**src/rtl/axis_fifo_s_pkg.sv**
```systemverilog
// Shared definitions for the AXI-Stream slave to FIFO write-side bridge:
// 3-bit FSM state encodings and a ceil(log2) helper for counter sizing.
package axis_fifo_s_pkg;

    typedef enum logic [2:0] {
        ST_IDLE         = 3'd0,
        ST_INIT_COUNTER = 3'd1,
        ST_WAIT_SPACE   = 3'd2,
        ST_RECV         = 3'd3,
        ST_PAD          = 3'd4,
        ST_DRAIN        = 3'd5
    } state_t;

    // Number of bits needed to index 'value' items (ceil(log2(value))).
    function automatic int clogb2(input int value);
        int r;
        r = 0;
        for (int v = value - 1; v > 0; v = v >> 1) begin
            r = r + 1;
        end
        return r;
    endfunction

endpackage

```
**src/rtl/axis_beat_counter.sv**
```systemverilog
// Per-frame word counter: cleared while waiting for FIFO space, advanced once
// per word written to the FIFO, flags the last word slot of a frame.
module axis_beat_counter
    import axis_fifo_s_pkg::*;
#(
    parameter int LENGTH_OF_FRAME = 1024,
    parameter int CNT_W           = clogb2(LENGTH_OF_FRAME) + 1
) (
    input  logic             clk_i,
    input  logic             rst_i,
    input  logic             clr_i,
    input  logic             inc_i,
    output logic [CNT_W-1:0] count_o,
    output logic             tc_o
);

    localparam logic [CNT_W-1:0] LAST_IDX = CNT_W'(LENGTH_OF_FRAME - 1);

    logic [CNT_W-1:0] count_q;
    logic [CNT_W-1:0] count_d;

    // Next count: clear has priority over increment.
    always_comb begin
        count_d = count_q;
        if (clr_i) begin
            count_d = '0;
        end else if (inc_i) begin
            count_d = count_q + CNT_W'(1);
        end
    end

    // Counter register with synchronous reset.
    always_ff @(posedge clk_i) begin
        if (rst_i) begin
            count_q <= '0;
        end else begin
            count_q <= count_d;
        end
    end

    assign count_o = count_q;
    assign tc_o    = (count_q == LAST_IDX);

endmodule

```
**src/rtl/axis_fifo_s_v1_0_s_axis.sv**
```systemverilog
// AXI-Stream slave that writes fixed-length frames into a FIFO write port.
// After reset it idles C_S_START_COUNT cycles, then per frame waits for
// prog_full to drop, accepts LENGTH_OF_FRAME beats, discards overlong tails
// and flags short frames. Build macro AXIS_FIFO_S_PAD_EN: when defined, a
// short frame is padded with zero words up to LENGTH_OF_FRAME; otherwise the
// partial frame is left in the FIFO as-is.
module axis_fifo_s_v1_0_s_axis
    import axis_fifo_s_pkg::*;
#(
    parameter int C_S_AXIS_TDATA_WIDTH = 32,
    parameter int C_S_START_COUNT      = 32,
    parameter int LENGTH_OF_FRAME      = 1024
) (
    input  logic                              S_AXIS_ACLK,
    input  logic                              S_AXIS_ARESET,
    input  logic                              S_AXIS_TVALID,
    output logic                              S_AXIS_TREADY,
    input  logic [C_S_AXIS_TDATA_WIDTH-1:0]   S_AXIS_TDATA,
    input  logic [C_S_AXIS_TDATA_WIDTH/8-1:0] S_AXIS_TKEEP,
    input  logic                              S_AXIS_TLAST,
    output logic [C_S_AXIS_TDATA_WIDTH-1:0]   din,
    output logic                              wr_en,
    input  logic                              prog_full,
    input  logic                              full,
    output logic                              frame_done,
    output logic                              err_short,
    output logic                              err_long,
    output logic                              err_ovf,
    output logic [15:0]                       frame_cnt
);

    localparam int                   CNT_W      = clogb2(LENGTH_OF_FRAME) + 1;
    localparam int                   START_W    = clogb2(C_S_START_COUNT) + 1;
    localparam logic [START_W-1:0]   START_LAST = START_W'(C_S_START_COUNT - 1);

    state_t                          state_q;
    logic [START_W-1:0]              start_cnt_q;
    logic [C_S_AXIS_TDATA_WIDTH-1:0] din_q;
    logic                            wr_en_q;
    logic                            frame_done_q;
    logic                            err_short_q;
    logic                            err_long_q;
    logic                            err_ovf_q;
    logic [15:0]                     frame_cnt_q;

    logic                            tready;
    logic                            accept;
    logic                            cnt_clr;
    logic                            cnt_inc;
    logic                            cnt_tc;
    logic [CNT_W-1:0]                beat_cnt;
    logic                            unused_ok;

    // TKEEP carries no meaning here and the raw count is only needed for
    // the terminal flag; fold them into one sink.
    assign unused_ok = ^{S_AXIS_TKEEP, beat_cnt};

    // Ready only while receiving with room in the FIFO, or while discarding
    // the tail of an overlong frame (nothing is written then).
    assign tready = ((state_q == ST_RECV) && !full) || (state_q == ST_DRAIN);
    assign accept = S_AXIS_TVALID && tready;

    // The counter tracks words written: accepted beats in RECV plus pad words.
    assign cnt_clr = (state_q == ST_WAIT_SPACE);
    assign cnt_inc = ((state_q == ST_RECV) && accept) || (state_q == ST_PAD);

    axis_beat_counter #(
        .LENGTH_OF_FRAME(LENGTH_OF_FRAME),
        .CNT_W          (CNT_W)
    ) u_beat_counter (
        .clk_i  (S_AXIS_ACLK),
        .rst_i  (S_AXIS_ARESET),
        .clr_i  (cnt_clr),
        .inc_i  (cnt_inc),
        .count_o(beat_cnt),
        .tc_o   (cnt_tc)
    );

    // Frame FSM with registered FIFO write port and single-cycle status pulses.
    always_ff @(posedge S_AXIS_ACLK) begin
        if (S_AXIS_ARESET) begin
            state_q      <= ST_IDLE;
            start_cnt_q  <= '0;
            din_q        <= '0;
            wr_en_q      <= 1'b0;
            frame_done_q <= 1'b0;
            err_short_q  <= 1'b0;
            err_long_q   <= 1'b0;
            err_ovf_q    <= 1'b0;
            frame_cnt_q  <= '0;
        end else begin
            wr_en_q      <= 1'b0;
            frame_done_q <= 1'b0;
            err_short_q  <= 1'b0;
            err_long_q   <= 1'b0;
            // A word presented while the FIFO reports full is lost; flag it,
            // the write itself is not retried.
            err_ovf_q    <= wr_en_q && full;

            case (state_q)
                ST_IDLE: begin
                    state_q <= ST_INIT_COUNTER;
                end

                ST_INIT_COUNTER: begin
                    if (start_cnt_q == START_LAST) begin
                        state_q <= ST_WAIT_SPACE;
                    end else begin
                        start_cnt_q <= start_cnt_q + START_W'(1);
                    end
                end

                ST_WAIT_SPACE: begin
                    if (!prog_full) begin
                        state_q <= ST_RECV;
                    end
                end

                ST_RECV: begin
                    if (accept) begin
                        din_q   <= S_AXIS_TDATA;
                        wr_en_q <= 1'b1;
                        if (cnt_tc) begin
                            frame_done_q <= 1'b1;
                            frame_cnt_q  <= frame_cnt_q + 16'd1;
                            if (S_AXIS_TLAST) begin
                                state_q <= ST_WAIT_SPACE;
                            end else begin
                                err_long_q <= 1'b1;
                                state_q    <= ST_DRAIN;
                            end
                        end else if (S_AXIS_TLAST) begin
                            err_short_q <= 1'b1;
`ifdef AXIS_FIFO_S_PAD_EN
                            state_q     <= ST_PAD;
`else
                            state_q     <= ST_WAIT_SPACE;
`endif
                        end
                    end
                end

`ifdef AXIS_FIFO_S_PAD_EN
                ST_PAD: begin
                    din_q   <= '0;
                    wr_en_q <= 1'b1;
                    if (cnt_tc) begin
                        frame_done_q <= 1'b1;
                        frame_cnt_q  <= frame_cnt_q + 16'd1;
                        state_q      <= ST_WAIT_SPACE;
                    end
                end
`endif

                ST_DRAIN: begin
                    if (accept && S_AXIS_TLAST) begin
                        state_q <= ST_WAIT_SPACE;
                    end
                end

                default: begin
                    state_q <= ST_IDLE;
                end
            endcase
        end
    end

    assign S_AXIS_TREADY = tready;
    assign din           = din_q;
    assign wr_en         = wr_en_q;
    assign frame_done    = frame_done_q;
    assign err_short     = err_short_q;
    assign err_long      = err_long_q;
    assign err_ovf       = err_ovf_q;
    assign frame_cnt     = frame_cnt_q;

endmodule

```
**config.mk**
```make
export PLATFORM = sky130hd
export DESIGN_NAME = axis_fifo_s_v1_0_s_axis
export DESIGN_NICKNAME = d
export VERILOG_FILES = /design/src/rtl/axis_fifo_s_pkg.sv /design/src/rtl/axis_beat_counter.sv /design/src/rtl/axis_fifo_s_v1_0_s_axis.sv
export SDC_FILE = /design/constraint.sdc
export NUM_CORES = 1
export LEC_CHECK = 0
export ABC_AREA = 1
export BUFFER_PORTS_ARGS = -buffer_cell sky130_fd_sc_hd__buf_2
export CAP_MARGIN = 15
export CORE_MARGIN = 2
export CORE_UTILIZATION = 30
export DETAILED_ROUTE_END_ITERATION = 8
export PLACE_DENSITY = 0.48
export SETUP_SLACK_MARGIN = 0.02
export SLEW_MARGIN = 20
export SYNTH_ARGS = -nofsm -noshare
export SYNTH_HDL_FRONTEND = slang
export SYNTH_HIERARCHICAL = 1
export SYNTH_SLANG_ARGS = --single-unit
```
**constraint.sdc**
```tcl
create_clock -name S_AXIS_ACLK -period 3.3 [get_ports S_AXIS_ACLK]
set_input_delay 0.66 -clock S_AXIS_ACLK [delete_from_list [all_inputs] [get_ports S_AXIS_ACLK]]
set_output_delay 0.66 -clock S_AXIS_ACLK [all_outputs]
set_load 0.02 [all_outputs]
```
### After elaboration in Yosys (flattened, before gate mapping)

Index checks and enable logic that the tools add are counted.

| cells by class | value |
|---|---|
| $add $sub $neg | 3 |
| reductions and logical operators | 18 |
| bitwise operators | 4 |
| muxes and demuxes | 12 |
| equality and inequality tests | 12 |

Operator list:

| kind | count |
|---|---|
| $mux 3 | 7 |
| $add 16x1->16 const B | 1 |
| $pmux 3 s5 | 1 |
| $add 11x1->11 const B | 1 |
| $eq 11x10->1 const B | 1 |
| $reduce_or 4->1 | 2 |
| $add 6x1->6 const B | 1 |
| $eq 3x2->1 const B | 2 |
| $eq 3x3->1 const B | 2 |
| $eq 6x5->1 const B | 1 |
| $ne 2x2->1 const B | 3 |
| $logic_and 1x1->1 | 5 |
| $reduce_and 5->1 | 1 |
| $mux 1 | 4 |
| $not 1->1 | 4 |
| $reduce_and 2->1 | 2 |
| $reduce_or 2->1 | 2 |
| $eq 3x1->1 const B | 1 |
| $logic_not 3->1 | 1 |
| $ne 3x3->1 const B | 1 |
| $reduce_and 3->1 | 1 |
| $reduce_or 3->1 | 1 |
| $logic_or 1x1->1 | 2 |
| $ne 2x1->1 const B | 1 |
| $logic_not 1->1 | 1 |

| word-level totals | value |
|---|---|
| logic and storage cells | 59 |
| input port bits | 42 |
| register bits | 73 |

### Depth between registers and ports, before layout

Gate-level depths: netlist of run 1.

| depth | value |
|---|---|
| depth in word-level cells | 7 |
| depth in mapped cells | 12 |
| gate-level depth less buffers | 10 |

### Modules after synthesis

Netlist of run 1, hierarchy kept.

Modules (own cells, without submodules):

| module | instances | sequential area each (sq um) | cells each | area an instance (sq um) |
|---|---|---|---|---|
| axis_fifo_s_v1_0_s_axis | 1 | 1241.2 | 381 | 2667.6 |
| axis_beat_counter | 1 | 220.2 | 73 | 533.0 |

### Worst setup path before layout of run 1

No wires, ideal clock.

| path | value |
|---|---|
| kind | input port to flip-flop |
| from | input port full |
| to | register u_beat_counter.count_q[7], in the netlist u_beat_counter/count_o[7] |
| stages on the path | 10 |
| path slack | 1368 ps |
| buffers on the path | 2 |
| arrival time | 1819 ps |
| data required time | 3187 ps |
| path through | inv_1 nand4_4 buf_4 buf_6 o31ai_1 nand3_1 nor3_1 nand2_1 nand2_1 nor2_1 |

| on the way | value |
|---|---|
| cells in the longest elaborated chain, start to end | 6 |

Ends and longest elaborated chain:

| what | RTL line | source |
|---|---|---|
| from (decl) | axis_fifo_s_v1_0_s_axis.sv:24 | `input logic full,` |
| $logic_not 1->1 | axis_fifo_s_v1_0_s_axis.sv:60 | `assign tready = ((state_q == ST_RECV) && !full) \|\| (state_q == ST_DRAIN);` |
| $logic_and 1x1->1 | axis_fifo_s_v1_0_s_axis.sv:60 |  |
| $logic_or 1x1->1 | axis_fifo_s_v1_0_s_axis.sv:60 |  |
| $logic_and 1x1->1 | axis_fifo_s_v1_0_s_axis.sv:61 | `assign accept = S_AXIS_TVALID && tready;` |
| $logic_and 1x1->1 | axis_fifo_s_v1_0_s_axis.sv:65 | `assign cnt_inc = ((state_q == ST_RECV) && accept) \|\| (state_q == ST_PAD);` |
| $logic_or 1x1->1 | axis_fifo_s_v1_0_s_axis.sv:65 |  |
| net cnt_inc | axis_fifo_s_v1_0_s_axis.sv:49 | `logic cnt_inc;` |
| to (signal assigned) | axis_beat_counter.sv:37 | `count_q <= count_d;` |
| to (decl) | axis_beat_counter.sv:19 | `logic [CNT_W-1:0] count_q;` |

The timed path passes the listed nets, and every way through them passes these cells.
A chain may end at the register's enable or synchronous reset.

### Worst setup path after layout of run 1

| path | value |
|---|---|
| from | register state_q[0] |
| to | output port S_AXIS_TREADY |

| on the way | value |
|---|---|
| cells in the longest elaborated chain, start to end | 3 |

Ends and longest elaborated chain:

| what | RTL line | source |
|---|---|---|
| from (decl) | axis_fifo_s_v1_0_s_axis.sv:36 | `state_t state_q;` |
| from (signal assigned) | axis_fifo_s_v1_0_s_axis.sv:82 | `state_q <= ST_IDLE;` |
| from (signal assigned) | axis_fifo_s_v1_0_s_axis.sv:102 | `state_q <= ST_INIT_COUNTER;` |
| from (signal assigned) | axis_fifo_s_v1_0_s_axis.sv:107 | `state_q <= ST_WAIT_SPACE;` |
| $eq 3x2->1 | axis_fifo_s_v1_0_s_axis.sv:60 |  |
| $logic_and 1x1->1 | axis_fifo_s_v1_0_s_axis.sv:60 |  |
| $logic_or 1x1->1 (*) | axis_fifo_s_v1_0_s_axis.sv:60 |  |
| to (decl) | axis_fifo_s_v1_0_s_axis.sv:17 | `output logic S_AXIS_TREADY,` |

Every way passes the cells marked *; elsewhere a longest branch is shown, timed or not.

==> results of run 1 <==
## metal layers
| layer | GRT usage | wire length (microns) |
|---|---|---|
| met5 | 0 | 0 |
| met4 | 0.0473 | 70 |
| met3 | 0.0551 | 658 |
| met2 | 0.211 | 3230 |
| met1 | 0.174 | 3620 |
## registers in the layout (all words and copies together) (netlist names)
signal	count
frame_done	1
err_short	1
err_ovf	1
err_long	1
wr_en	1
frame_cnt	16
din	32
u_beat_counter/count_o	11
state_q	3
start_cnt_q	6
## final timing paths
kind	from	endpoint
hold / removal	wr_en	err_ovf
setup reg to reg	u_beat_counter/count_o[6]	frame_cnt[10]
setup / recovery	state_q[0]	S_AXIS_TREADY
hold reg to reg	wr_en	err_ovf
## final cells by class
cell class              count  area [sq um]
fillers                  1150          6310
multi-input cells         320          1470
flip-flops and latches     73          1460
repair buffers             93           470
inverters                  45           170
well taps                 136           170
clock inverters             7           141
clock buffers               9           124
diodes                      1          2.50
## Yosys cell counts (2+ instances only)
| cell | instances |
|---|---|
| inv_1 | 40 |
| xnor2_1 | 2 |
| o21ai_0 | 13 |
| ha_1 | 3 |
| nor2_4 | 3 |
| nor3_1 | 7 |
| a21oi_1 | 50 |
| nand3b_1 | 2 |
| dfxtp_1 | 73 |
| buf_2 | 4 |
| buf_4 | 4 |
| nand4_1 | 6 |
| nor2_1 | 55 |
| clkinv_1 | 2 |
| inv_2 | 2 |
| buf_6 | 2 |
| nand2_2 | 2 |
| nor2_2 | 2 |
| nand2_1 | 142 |
| clkbuf_1 | 6 |
| and3_1 | 2 |
| nand3_1 | 18 |
## kinds of logic after synthesis
logic type / after synthesis
simple gates: 242
flops: 73
compound gates: 72
buf+inv: 61
xor+xnor: 3
fa+ha+maj: 3
## per-stage QoR
stage | instance area (sq um) | utilization
after floorplan | 3200 | -
after global placement | 3750 | 0.363
after detailed placement | 3750 | 0.363
after CTS | 4010 | 0.389
after global routing | 4010 | 0.389
final | 4010 | 0.389
## worst reg2reg max path, cell delays in order, from the launching register on
cell	delay (ns)
dfxtp_1	0.39
nand2_1	0.12
nor3_1	0.22
and3_1	0.24
inv_1	0.12
nor2_4	0.43
nand3b_1	0.24
nand2_1	0.10
nand2_1	0.05
nor2_1	0.10
## power groups by stage
stage	Combinational, uW	Sequential [uW]	Clock (uW)
2_1_floorplan	241	1010	0
3_3_place_gp	347	999	0
3_5_place_dp	349	1000	0
4_1_cts	349	981	962
5_1_grt	396	991	998
6_report	342	982	931
==> run_results.csv, run 1 <==
group,metric,value,unit
status,status,"complete, no violations",
min_path,worstHoldPathCells,2,
detailed_routing,routedWlPerCell,11.1,microns
synth,synthAdderAreaFrac,0.0117,
synth,syn-cell-area,0.00320,sq mm
timing,slew_headroom,0.363,
min_path,hp-class,"register to register",
timing,setup_ws,1.21,ns
cts,hold_buffers,0,
cts,ctsLongestPathBuffers,2,
synth,synth_warnings,6,
timing,clock.fmax,479,MHz
finish,fin_nets,587,
detailed_routing,ant_nets,0,
job,maxCapViolCount,0,
synth,synth_top_family_by_area,"simple AND/OR/NAND/NOR gates",
synth,yosys_register_bits,73,
synth,ys.flop_type,"dfxtp_1",
synth,synth-xor-area-share,0.00821,
power,power_frac_seq,0.435,
timing,finalSetupViolations,0,
power,swShare,0.278,
finish,layout_commonest_cell,"nand2_1",
cts,clock_latency,0.34,ns
timing,clock-skew-final,0.0102,ns
placement,dp.cells,667,
placement,post-place-ws,1.05,ns
global_routing,grt_pass1_wl,12700,microns
synth,synth_top_cell_by_area,"dfxtp_1",
synth,ys_seq_area_frac,0.457,
power,power.internal,1630,uW
critical_path,crit_fanout,5,
timing,period_needed,2.09,ns
timing,hold_slack,0.440,ns
detailed_routing,finalWirelength,7580,microns
critical_path,worstSetupPathType,"register to output pin",
cts,clkSinkCount,73,
global_routing,overflow,0,
finish,fin_cells,684,
global_routing,track_usage,0.137,
cts,htreeDepth,3,
detailed_routing,vias_per_cell,4.45,
placement,port_buffers,91,
detailed_routing,firstDrtPassIters,6,
floorplanning,io_pins,96,
timing,fin_tns_setup,0,ns
critical_path,crit_path_end_kind,"output pin",
power,clkPwrFrac,0.413,
critical_path,cp_cell_sequence,"nand2_2 > nor2_1 > inv_1 > o22ai_1 > buf_2",
detailed_routing,drcViolationCount,0,
power,comb_power_share,0.152,
cts,post_cts_buffers,0,
synth,yosys-top-cells-area,"dfxtp_1 46%, nand2_1 17%, a21oi_1 7.8%",
synth,synth_cell_type_count,36,
placement,dp_hpwl,5310,microns
synth,synth_top_area_share,0.457,
floorplanning,row_count,37,
synth,synth_compound_area_frac,0.120,
synth,synth_simple_gate_area_share,0.321,
critical_path,required,2.64,ns
synth,synth_edf_count,0,
floorplanning,die_y,107,microns
critical_path,crit_arrival,1.43,ns
power,powerDensity,562,mW/mm^2
power,ir_drop,207,uV
synth,muxShareOfSynthArea,0,
timing,hold_viol_final,0,
power,total_power,2260,uW
cts,path_clk_slew,0.09,ns
critical_path,r2r_slack,1.22,ns
detailed_routing,drt_iter0_markers,85,
timing,period_share,0.633,
floorplanning,die_area,0.0115,sq mm
floorplanning,die_w,107,microns
synth,syn_nets,499,
critical_path,path_depth,5,
power,leakagePower,0.00176,uW
detailed_routing,num_vias,3045,
critical_path,critical-path-max-stage-delay,0.45,ns
cts,cts-resized-gates,0,
global_routing,grt_max_degree,44,
global_routing,antenna_found_initial,1,
cts,cts-root-buf,"clkbuf_8",
critical_path,crit_buf_inv,2,
critical_path,worstSetupStartpointType,"register",
synth,synth_cells,454,
placement,place.gp.congestion,0.796,
critical_path,slowest_stage,"dfxtp_1",
power,power.switching,627,uW
timing,tightest_slew,0.954,ns
finish,area_growth_syn_to_layout,25.4,%
synth,synthArstFlopShare,0,
critical_path,rr_worst_depth,9,
cts,cts-buffers-inserted,9,
floorplanning,core,0.0103,sq mm
global_routing,grt_pass1_vias,2806,
finish,layout_common_cells,"142 x nand2_1, 91 x buf_2, 73 x dfxtp_1",
critical_path,cp_top_family,"flip-flops",
finish,drive_gt1_frac,0.225,
timing,rsz0062_at_grt,"false",
synth,avgSynthCellArea,7.05,sq um
cts,cts_tree,"built",
timing,slew_violations,0,
floorplanning,start_util,0.310,
Power figures use the tool's default switching activity.
==> run 2: changes to the inputs <==
- clock period: 3.3 -> 2.1 ns (I/O delays scaled with it)
==> run 2 against run 1 <==
Against the previous run:
- final area is 0.34% lower
- register-to-register slack worse by 0.95 ns
- sequential power is 57% higher
- flip-flop and latch count stayed put
- first-iteration DRC count is 36% higher
- clock power is 21% higher
- total power is 44% higher
- largest power group unchanged
==> run_results.csv, run 2 (synthesized netlist as in run 1, its figures left out) <==
group,metric,value,unit
status,status,"complete, no violations",
timing,fin_tns_setup,0,ns
critical_path,cp_top_family,"flip-flops",
cts,hold_buffers,0,
detailed_routing,drcViolationCount,0,
detailed_routing,vias_per_cell,4.43,
timing,slew_violations,0,
timing,slew_headroom,0.604,
placement,port_buffers,91,
detailed_routing,routedWlPerCell,11.1,microns
timing,period_share,0.894,
cts,htreeDepth,3,
min_path,hold_path_startpoint,"S_AXIS_TDATA[29]",
finish,largest_reg_flops,32,
cts,cts-root-buf,"clkbuf_8",
critical_path,r2r_slack,0.27,ns
detailed_routing,ant_nets,0,
detailed_routing,drt_iter0_markers,116,
timing,finalSetupViolations,0,
detailed_routing,finalWirelength,7670,microns
finish,layout_commonest_cell,"nand2_1",
cts,cts-buffers-inserted,9,
critical_path,critical-path-max-stage-delay,0.44,ns
floorplanning,start_util,0.310,
finish,area_growth_syn_to_layout,25.0,%
timing,rsz0062_at_grt,"false",
placement,dp_hpwl,5460,microns
finish,layout_common_cells,"142 x nand2_1, 91 x buf_2, 73 x dfxtp_1",
critical_path,cp_cell_sequence,"nand2_2 > nor2_1 > inv_1 > o22ai_1 > buf_2",
cts,cts-resized-gates,0,
critical_path,required,1.68,ns
floorplanning,core,0.0103,sq mm
global_routing,overflow,0,
timing,hold_slack,0.304,ns
finish,num_antenna_cells,0,
timing,period_needed,1.88,ns
min_path,hp-class,"input pin to register",
critical_path,crit_arrival,1.46,ns
finish,fillerInstances,1116,
critical_path,crit_buf_inv,2,
critical_path,cp-startpoint,"state_q[0]",
timing,clock-skew-final,0.00549,ns
global_routing,grt_max_degree,33,
finish,regArea,0.00146,sq mm
finish,fin_util,0.387,
critical_path,slowest_stage,"dfxtp_1",
floorplanning,die_area,0.0115,sq mm
cts,clkSinkCount,73,
cts,post_cts_buffers,0,
global_routing,grt_pass1_wl,12700,microns
critical_path,reg2reg_from,"u_beat_counter/count_o[7]",
cts,path_clk_slew,0.08,ns
critical_path,worstSetupStartpointType,"register",
finish,multi_input_area,0.00147,sq mm
power,ir_drop,307,uV
critical_path,worstSetupPathType,"register to output pin",
timing,hold_viol_final,0,
finish,drive_gt1_frac,0.232,
finish,fin_nets,592,
floorplanning,row_count,37,
floorplanning,io_pins,96,
global_routing,grt_pass1_vias,2763,
critical_path,crit_path_end_kind,"output pin",
global_routing,track_usage,0.138,
detailed_routing,num_vias,3049,
detailed_routing,firstDrtPassIters,4,
timing,clock.fmax,533,MHz
critical_path,crit_fanout,5,
power,powerDensity,812,mW/mm^2
power,leakagePower,0.00175,uW
floorplanning,die_w,107,microns
cts,ctsLongestPathBuffers,2,
global_routing,antenna_found_initial,0,
timing,tightest_slew,0.593,ns
placement,place.gp.congestion,0.820,
floorplanning,die_y,107,microns
cts,clock_latency,0.35,ns
cts,cts_tree,"built",
job,maxCapViolCount,0,
[run 2: cell count changes in the layout (fill, tap and decap cells not counted)]
cell        previous run  this run
diode_2                1         0
clkinvlp_4             1         2
clkinv_2               2         1
buf_4                  2         6
clkinv_4               0         3
bufinv_16              4         1
buf_12                 0         1
[run 2: per-layer routing]
metal / wire, microns / part of all wire / GRT usage / up-vias
li1: - / - / - / 1626
met1: 3550 / 0.46 / 0.168 / 1337
met2: 3370 / 0.44 / 0.214 / 82
met3: 683 / 0.089 / 0.0617 / 4
met5: 0 / 0 / 0 / -
met4: 63 / 0.0082 / 0.0529 / 0
[run 2: tightest hold or removal path, cell delays in order]
cell and delay, ns:
buf_2 0.09, nand2_1 0.05, a21oi_1 0.05
[run 2: layout make-up]
cell class | count | share of cell area
Clock buffer | 9 | 0.0310
Clock inverter | 7 | 0.0200
Multi-Input combinational cell | 320 | 0.368
Tap cell | 136 | 0.0425
Sequential cell | 73 | 0.365
Inverter | 45 | 0.0425
Timing Repair Buffer | 98 | 0.130
[run 2: metrics by stage]
stage | setup WS, ns | total power (uW) | instances | cell area [sq um]
final | 0.222 | 3250 | 688 | 4000
after CTS | 0.223 | 3310 | 688 | 4000
after detailed placement | 0.283 | 2150 | 672 | 3800
after global routing | 0.0633 | 3450 | 688 | 4000
after global placement | 0.312 | 2140 | 672 | 3800
after floorplan | 0.408 | 1970 | 454 | 3200
[run 2: final timing paths]
| check | cells after the start | endpoint |
|---|---|---|
| setup / recovery | 5 | S_AXIS_TREADY |
| hold / removal | 3 | din[29] |
| setup reg to reg | 10 | frame_cnt[10] |
| hold reg to reg | 2 | err_ovf |
[run 2: where the power goes]
part / switching (uW) / internal [uW]
combinational: 367 / 205
clock: 574 / 558
sequential: 82.7 / 1460
==> run 3: changes to the inputs <==
- GPL_TIMING_DRIVEN: not set -> 0
==> run 3 against run 2 <==
Against the previous run:
- final area increased by 1.8%
- critical path depth rose by 6
- clock-buffer cell count unchanged
- fmax rose by 1.2%
- clock power is 19% higher
- final cell count is 1.3% higher
- highest routed layer unchanged
- sequential share of layout area decreased by 0.65 points
- total power rose by 6.3%
- largest cell class unchanged
==> run_results.csv, run 3 (synthesized netlist as in run 1, its figures left out) <==
group,metric,value,unit
critical_path,reg2reg_from,"state_q[0]",
critical_path,required,2.35,ns
critical_path,cp_cell_sequence,"nand2_2 > clkinv_2 > nand4_4 > buf_4 > buf_6 > o31ai_2 > nand3_1 > nor3_1 > nand2_1 > nand2_1 > nor2_1",
floorplanning,die_y,107,microns
min_path,hp-class,"input pin to register",
finish,num_antenna_cells,0,
global_routing,grt_pass1_wl,13400,microns
timing,tightest_slew,0.539,ns
floorplanning,die_w,107,microns
critical_path,crit_fanout,10,
cts,hold_buffers,0,
global_routing,overflow,0,
cts,path_clk_slew,0.08,ns
global_routing,grt_max_degree,14,
placement,dpl_cell_area,0.00383,sq mm
detailed_routing,drcViolationCount,0,
timing,slew_violations,0,
detailed_routing,routedWlPerCell,11.4,microns
placement,dp.cells,681,
finish,fin_nets,601,
timing,period_share,0.883,
finish,largest_reg_flops,32,
placement,dp_hpwl,5970,microns
floorplanning,row_count,37,
timing,clock-skew-final,0.00747,ns
floorplanning,start_util,0.310,
floorplanning,io_pins,96,
job,maxCapViolCount,0,
timing,hold_viol_final,0,
critical_path,cp-startpoint,"state_q[0]",
finish,drive_gt1_frac,0.235,
critical_path,crit_path_end_kind,"register",
detailed_routing,firstDrtPassIters,4,
finish,fin_util,0.394,
detailed_routing,vias_per_cell,4.44,
critical_path,cp_top_family,"simple AND/OR/NAND/NOR gates",
critical_path,worstSetupStartpointType,"register",
cts,htreeDepth,3,
cts,cts_tree,"built",
cts,clock_latency,0.34,ns
power,powerDensity,848,mW/mm^2
min_path,hold_path_startpoint,"S_AXIS_TDATA[27]",
cts,cts-root-buf,"clkbuf_8",
cts,clkSinkCount,73,
critical_path,crit_arrival,2.10,ns
global_routing,grt_use_met1,0.177,
finish,area_growth_syn_to_layout,27.2,%
cts,cts-resized-gates,0,
power,total_power,3450,uW
critical_path,worstSetupPathType,"register to register",
cts,cts-buffers-inserted,9,
timing,slew_headroom,0.638,
finish,fin_cells,697,
placement,port_buffers,91,
critical_path,critical-path-max-stage-delay,0.44,ns
power,ir_drop,385,uV
placement,place.gp.congestion,0.791,
status,status,"complete, no violations",
detailed_routing,drt_iter0_markers,109,
timing,rsz0062_at_grt,"false",
global_routing,grt-busiest-layer,"met2",
detailed_routing,finalWirelength,7940,microns
critical_path,slowest_stage,"dfxtp_1",
timing,fin_tns_setup,0,ns
global_routing,use_met2,0.228,
global_routing,grt_pass1_vias,2952,
timing,clock.fmax,539,MHz
floorplanning,core,0.0103,sq mm
global_routing,track_usage,0.145,
timing,period_needed,1.85,ns
global_routing,met3_usage,0.0654,
finish,layout_common_cells,"142 x nand2_1, 95 x buf_2, 73 x dfxtp_1",
detailed_routing,num_vias,3097,
finish,stdcell_area,0.00407,sq mm
critical_path,path_common_cell,"nand2_1",
global_routing,antenna_found_initial,0,
cts,post_cts_buffers,0,
timing,finalSetupViolations,0,
power,leakagePower,0.00180,uW
critical_path,crit_buf_inv,3,
floorplanning,die_area,0.0115,sq mm
finish,layout_commonest_cell,"nand2_1",
cts,ctsLongestPathBuffers,2,
detailed_routing,ant_nets,0,
-- run 3: final timing paths --
| kind | cells after the start | slack [ns] | to |
|---|---|---|---|
| setup reg to reg | 11 | 0.25 | u_beat_counter/count_o[7] |
| hold / removal | 3 | 0.32 | din[27] |
| setup / recovery | 11 | 0.25 | u_beat_counter/count_o[7] |
| hold reg to reg | 2 | 0.44 | err_ovf |
-- run 3: layout make-up --
| type | count | area (sq um) |
|---|---|---|
| Inverter | 45 | 170 |
| Multi-Input combinational cell | 320 | 1480 |
| Tap cell | 136 | 170 |
| Buffer | 16 | 95.1 |
| Sequential cell | 73 | 1460 |
| Clock buffer | 9 | 124 |
| Timing Repair Buffer | 91 | 455 |
| Clock inverter | 7 | 118 |
| Fill cell | 1131 | 6250 |
-- run 3: worst reg2reg max path: cells and delay by family (launching register included) --
kind | cells | cell delay, ns
AOI/OAI and AO/OA | 1 | 0.13
DFF | 1 | 0.44
and+or+nand+nor | 7 | 0.78
buffers and inverters | 3 | 0.42
-- run 3: metrics by stage --
stage	hold slack (ns)	worst slack, ns
2_1_floorplan	0.442	0.408
3_3_place_gp	0.440	0.0523
3_5_place_dp	0.434	0.0292
4_1_cts	0.294	0.149
5_1_grt	0.295	0.0248
6_report	0.315	0.245
-- run 3: metal layers --
metal | vias to the layer above | wire length, microns
met5 | - | 0
li1 | 1651 | -
met3 | 4 | 709
met2 | 84 | 3430
met4 | 0 | 49
met1 | 1358 | 3750
-- run 3: power breakdown --
group	internal (uW)	switching, uW
sequential	1460	82.7
clock	792	554
combinational	197	365
